$ cat src/rtl/key_event_ctl.sv
// key_event_ctl: N-key synchroniser, debouncer and hold/long/repeat event generator.
// Event pulses are registered on the same edge that updates KEY_LEVEL.
module key_event_ctl #(
    parameter int N_KEYS       = 7,
    parameter int TICK_DIV     = 1000000,
    parameter int DEB_TICKS    = 3,
    parameter int LONG_TICKS   = 50,
    parameter int REPEAT_TICKS = 10,
    parameter int ACTIVE_LOW   = 1
) (
    input  logic              SYSCLK,
    input  logic              RST_B,
    input  logic [N_KEYS-1:0] KEY,
    input  logic              REPEAT_EN,
    output logic [N_KEYS-1:0] KEY_LEVEL,
    output logic [N_KEYS-1:0] KEY_PRESS,
    output logic [N_KEYS-1:0] KEY_RELEASE,
    output logic [N_KEYS-1:0] KEY_LONG,
    output logic [N_KEYS-1:0] KEY_REPEAT,
    output logic              TICK
);

    localparam int PW = $clog2(TICK_DIV);
    localparam int DW = $clog2(DEB_TICKS + 1);
    localparam int HW = $clog2(LONG_TICKS + 1);
    localparam int RW = $clog2(REPEAT_TICKS + 1);

    localparam logic [PW-1:0] DIV_LAST  = PW'(TICK_DIV - 1);
    localparam logic [DW-1:0] DEB_LAST  = DW'(DEB_TICKS - 1);
    localparam logic [HW-1:0] LONG_LAST = HW'(LONG_TICKS - 1);
    localparam logic [RW-1:0] REP_LAST  = RW'(REPEAT_TICKS - 1);

    localparam logic [N_KEYS-1:0] REL_PIN = {N_KEYS{ACTIVE_LOW != 0}};

    typedef enum logic [1:0] {
        IDLE,
        HELD,
        LONG
    } state_t;

    logic [PW-1:0]     div_q;
    logic [PW-1:0]     div_d;
    logic              tick;
    logic [N_KEYS-1:0] sync1_q;
    logic [N_KEYS-1:0] sync2_q;
    logic [N_KEYS-1:0] raw;

    assign tick  = (div_q == DIV_LAST);
    assign div_d = tick ? '0 : div_q + 1'b1;
    assign TICK  = tick;

    always_ff @(posedge SYSCLK or negedge RST_B) begin
        if (!RST_B) begin
            div_q <= '0;
        end else begin
            div_q <= div_d;
        end
    end

    // Synchronisers idle at the released pin level so reset never fakes a press.
    always_ff @(posedge SYSCLK or negedge RST_B) begin
        if (!RST_B) begin
            sync1_q <= REL_PIN;
            sync2_q <= REL_PIN;
        end else begin
            sync1_q <= KEY;
            sync2_q <= sync1_q;
        end
    end

    assign raw = (ACTIVE_LOW != 0) ? ~sync2_q : sync2_q;

    for (genvar k = 0; k < N_KEYS; k++) begin : g_key
        logic          lvl_q;
        logic          prs_q;
        logic          rel_q;
        logic          lng_q;
        logic          rep_q;
        logic [DW-1:0] deb_q;
        logic [HW-1:0] hold_q;
        logic [RW-1:0] rcnt_q;
        state_t        st_q;
        logic          flip;

        // Debounced level is about to toggle on this edge.
        assign flip = tick && (raw[k] != lvl_q) && (deb_q == DEB_LAST);

        always_ff @(posedge SYSCLK or negedge RST_B) begin
            if (!RST_B) begin
                lvl_q  <= 1'b0;
                prs_q  <= 1'b0;
                rel_q  <= 1'b0;
                lng_q  <= 1'b0;
                rep_q  <= 1'b0;
                deb_q  <= '0;
                hold_q <= '0;
                rcnt_q <= '0;
                st_q   <= IDLE;
            end else begin
                prs_q <= 1'b0;
                rel_q <= 1'b0;
                lng_q <= 1'b0;
                rep_q <= 1'b0;
                if (tick) begin
                    if (raw[k] != lvl_q) begin
                        if (deb_q == DEB_LAST) begin
                            lvl_q <= ~lvl_q;
                            deb_q <= '0;
                        end else begin
                            deb_q <= deb_q + 1'b1;
                        end
                    end else begin
                        deb_q <= '0;
                    end
                end
                unique case (st_q)
                    IDLE: begin
                        if (flip) begin
                            prs_q  <= 1'b1;
                            hold_q <= '0;
                            st_q   <= HELD;
                        end
                    end
                    HELD: begin
                        if (flip) begin
                            rel_q <= 1'b1;
                            st_q  <= IDLE;
                        end else if (tick) begin
                            if (hold_q == LONG_LAST) begin
                                lng_q  <= 1'b1;
                                rcnt_q <= '0;
                                st_q   <= LONG;
                            end else begin
                                hold_q <= hold_q + 1'b1;
                            end
                        end
                    end
                    LONG: begin
                        if (flip) begin
                            rel_q <= 1'b1;
                            st_q  <= IDLE;
                        end else if (tick) begin
                            if (rcnt_q == REP_LAST) begin
                                rcnt_q <= '0;
                                rep_q  <= REPEAT_EN;
                            end else begin
                                rcnt_q <= rcnt_q + 1'b1;
                            end
                        end
                    end
                    default: st_q <= IDLE;
                endcase
            end
        end

        assign KEY_LEVEL[k]   = lvl_q;
        assign KEY_PRESS[k]   = prs_q;
        assign KEY_RELEASE[k] = rel_q;
        assign KEY_LONG[k]    = lng_q;
        assign KEY_REPEAT[k]  = rep_q;
    end

endmodule

$ cat config.mk
export PLATFORM = sky130hd
export DESIGN_NAME = key_event_ctl
export DESIGN_NICKNAME = d
export VERILOG_FILES = /design/src/rtl/key_event_ctl.sv
export SDC_FILE = /design/constraint.sdc
export NUM_CORES = 1
export LEC_CHECK = 0
export BUFFER_PORTS_ARGS = -buffer_cell sky130_fd_sc_hd__buf_2
export CORE_UTILIZATION = 42
export CTS_CLUSTER_DIAMETER = 120
export DETAILED_ROUTE_END_ITERATION = 16
export PLACE_DENSITY = 0.63
export SLEW_MARGIN = 10
export SYNTH_ARGS = -nofsm -noshare
export SYNTH_HDL_FRONTEND = slang
export SYNTH_SLANG_ARGS = --single-unit
$ cat constraint.sdc
create_clock -name SYSCLK -period 7 [get_ports SYSCLK]
set_clock_uncertainty 0.2 [all_clocks]
set_input_delay 0.35 -clock SYSCLK [delete_from_list [all_inputs] [get_ports SYSCLK]]
set_output_delay 0.35 -clock SYSCLK [all_outputs]
set_load 0.05 [all_outputs]
==> flow_summary.yaml <==
setup_path:
  cp_top_family: "simple AND/OR/NAND/NOR gates"
  crit_path_end_kind: "primary output"
  reg2reg_to: "g_key[0].rep_q$_DFF_PN0_"
  crit_type: "flip-flop to primary output"
  path_max_fanout: 27
  cpPeakStageDelay_ns: 0.79
  cp-start-kind: "flip-flop"
  required_ns: 6.45
  cp_num_cells: 6
  reg2reg_depth: 7
  r2r-start: "div_q[6]$_DFF_PN0_"
  slowest_stage: "nor4_4"
  crit_buf_inv: 3
  worstPathCellList: "or4_4 > nor4_4 > nand2_2 > inv_1 > buf_4 > buf_2"
  crit_arrival_ns: 3.40
  worst-r2r-setup-slack_ns: 3.28
timing:
  final_max_slew_viol_count: 0
  fin_crit_ns: 3.95
  max_slew_margin_pct: 32.9
  setup_viol: 0
  finalCritPeriodShare_pct: 56.4
  rsz0062_at_grt: "no"
  hold_viol: 0
  worstMarginPinSlew_ns: 1.00
  setup_tns_ns: 0
  clock.fmax_ghz: 0.253
clocking:
  cts-root-buf: "clkbuf_16"
  clock_path_buffers: 2
  clock_latency_ns: 0.43
  cts_buffers: 17
  cts_resized: 0
  htreeDepth: 4
  clk_pin_slew_ns: 0.06
  numClockSinks: 167
  cts_tree: "yes"
routing:
  vias: 6289
  dr_wl_met3_um: 514
  drt-met1-wl_um: 8630
  routed.top_layer: "met4"
  drc_errors: 0
  routed_wl_um: 17300
  routedWlPerCell_um: 14.9
  dr.pass1.iters: 4
  met2_length_um: 7990
  routed_via_density: 5.39
  drtIter0Drc: 384
  ant_nets: 0
min_path:
  hold_end: "sync2_q[0]$_DFF_PN1_"
  hold_start: "sync1_q[0]$_DFF_PN1_"
  worstHoldPathCells: 0
  hold_class: "flip-flop to flip-flop"
die:
  initial_core_util_pct: 43.1
  fp.dieW_um: 147
  fp.dieArea_um2: 21600
  io_pins: 46
  core-area_um2: 20400
  dieHeight_um: 147
  rows: 52
synthesis:
  synth-seq-area-share_pct: 47.6
  synthMuxAreaShare_pct: 1.55
  yosys_warnings: 0
  synth_top_family_by_area: "simple AND/OR/NAND/NOR gates"
  synth_compound_area_share_pct: 13.5
  synth-async-reset-ratio_pct: 100
  synth_adder_area_share_pct: 6.82
  syn-mean-instance-area_um2: 10.2
  synth-simple-area-share_pct: 21.0
  synth_cell_types: 66
  synth_seq_cells: 167
  syn_nets: 926
  synth_edf_count: 0
  synth_xor_area_share_pct: 2.88
  syn_inst: 868
  synth_ff_type: "dfrtp_1"
  synth_area_um2: 8810
layout:
  num_antenna_cells: 0
  drive_gt1_share_pct: 13.5
  area_growth_pct: 9.74
  fin_nets: 941
  nFillCells: 1922
pwr:
  power_density_nw_per_um2: 199
  power_leakage_nw: 4.33
  peakVddDrop_mv: 0.148
  power_mw: 1.93
placement:
  dp_hpwl_um: 11400
  gp_congestion: 0.767
  portBuffers: 45
global_route:
  grt_pass1_wl_um: 30300
  grt_usage_pct: 17.3
  grt_pass1_vias: 6171
  grt_overflow: 0
  grt_max_degree: 98
  grt_antenna_before_repair: 0
run:
  drv_cap: 0
run_status:
  outcome: "finished, final reports clean"
-- flip-flops by register name, summed over array words and instances (netlist names) --
signal,cells
g_key.rep_q,7
g_key.lng_q,7
g_key.prs_q,7
div_q,20
sync1_q,7
g_key.st_q,14
g_key.hold_q,42
g_key.rcnt_q,28
g_key.lvl_q,7
g_key.rel_q,7
g_key.deb_q,14
sync2_q,7
-- worst max-delay path by stage --
stage	from	endpoint	slack [ns]
2_1_floorplan	div_q[6]$_DFF_PN0_	g_key[1].hold_q[5]$_DFFE_PN0P_	4.49
3_3_place_gp	div_q[6]$_DFF_PN0_	g_key[1].rep_q$_DFF_PN0_	3.38
3_5_place_dp	div_q[6]$_DFF_PN0_	g_key[4].rep_q$_DFF_PN0_	3.27
4_1_cts	div_q[6]$_DFF_PN0_	TICK	3.04
5_1_grt	div_q[6]$_DFF_PN0_	TICK	2.90
6_report	div_q[6]$_DFF_PN0_	TICK	3.05
-- cells in the final DEF (no fill, tap or decap), types with 18 or more instances in the layout --
cell type,count
dfrtp_1,153
nand2_1,62
o21ai_0,61
inv_1,48
ha_1,48
nor2_1,45
buf_2,44
nand3_1,40
o31ai_1,32
a31oi_1,23
nand2b_1,22
nor3_1,20
a21oi_1,18
-- logic make-up (layout without fill, tap and decap cells) --
family | after synthesis | after routing
and+or+nand+nor | 319 | 319
AOI/OAI and AO/OA | 183 | 183
DFF | 167 | 167
buffers and inverters | 109 | 137
adders and majority gates | 48 | 48
xor gates and xnor gates | 29 | 29
muxes | 13 | 13
-- cell usage after synthesis (12+ instances only) --
master    number  area (µm²)
a21oi_1       18        90.1
a31oi_1       23         144
and2_1        12        75.1
and3_1        17         106
buf_4         36         270
clkbuf_1      14        52.6
dfrtp_1      153        3830
dfstp_2       14         368
ha_1          48         601
inv_1         48         180
nand2_1       62         233
nand2b_1      22         138
nand3_1       40         200
nor2_1        45         169
nor3_1        20         100
o21ai_0       61         305
o31ai_1       32         240
xnor2_1       12         105
xor2_1        17         149
-- area by class of cell --
cell class	instances	area, µm²	area share, %
tap	270	338	3.49
inverter	48	180	1.86
sequential	167	4200	43.4
timing repair buffer	57	342	3.53
clock buffer	24	482	4.98
multi-input combinational	592	4030	41.7
clock inverter	8	98.8	1.02
-- metal layers --
metal	track usage (%)	vias up
li1	-	3114
met1	24.0	3074
met2	27.3	87
met3	3.63	14
met4	5.00	0
met5	0	-
-- stage by stage --
stage / area [µm²] / hold slack [ns] / worst slack (ns) / instances / util (%)
5_1_grt: 9670 / 0.159 / 2.90 / 1166 / 47.3
3_5_place_dp: 9010 / 0.147 / 3.27 / 1126 / 44.1
4_1_cts: 9670 / 0.156 / 3.04 / 1166 / 47.3
2_1_floorplan: 8810 / -0.146 / 4.49 / 868 / -
3_3_place_gp: 9010 / 0.146 / 3.38 / 1126 / 44.1
6_report: 9670 / 0.155 / 3.05 / 1166 / 47.3
-- what timing repair did --
| item | in CTS | in global routing |
|---|---|---|
| hold buffers | 8 | 0 |
| setup endpoints to repair | 0 | 0 |
| setup buffers | 0 | 0 |
| hold endpoints to repair | 95 | 0 |
-- power breakdown --
part / leakage, nW / total, mW / switching [mW] / internal, mW
Clock: 0.280 / 0.924 / 0.371 / 0.553
Sequential: 2.27 / 0.974 / 0.00150 / 0.973
Combinational: 1.78 / 0.0274 / 0.0209 / 0.00650
No activity file was read; power rests on OpenSTA's default activity.
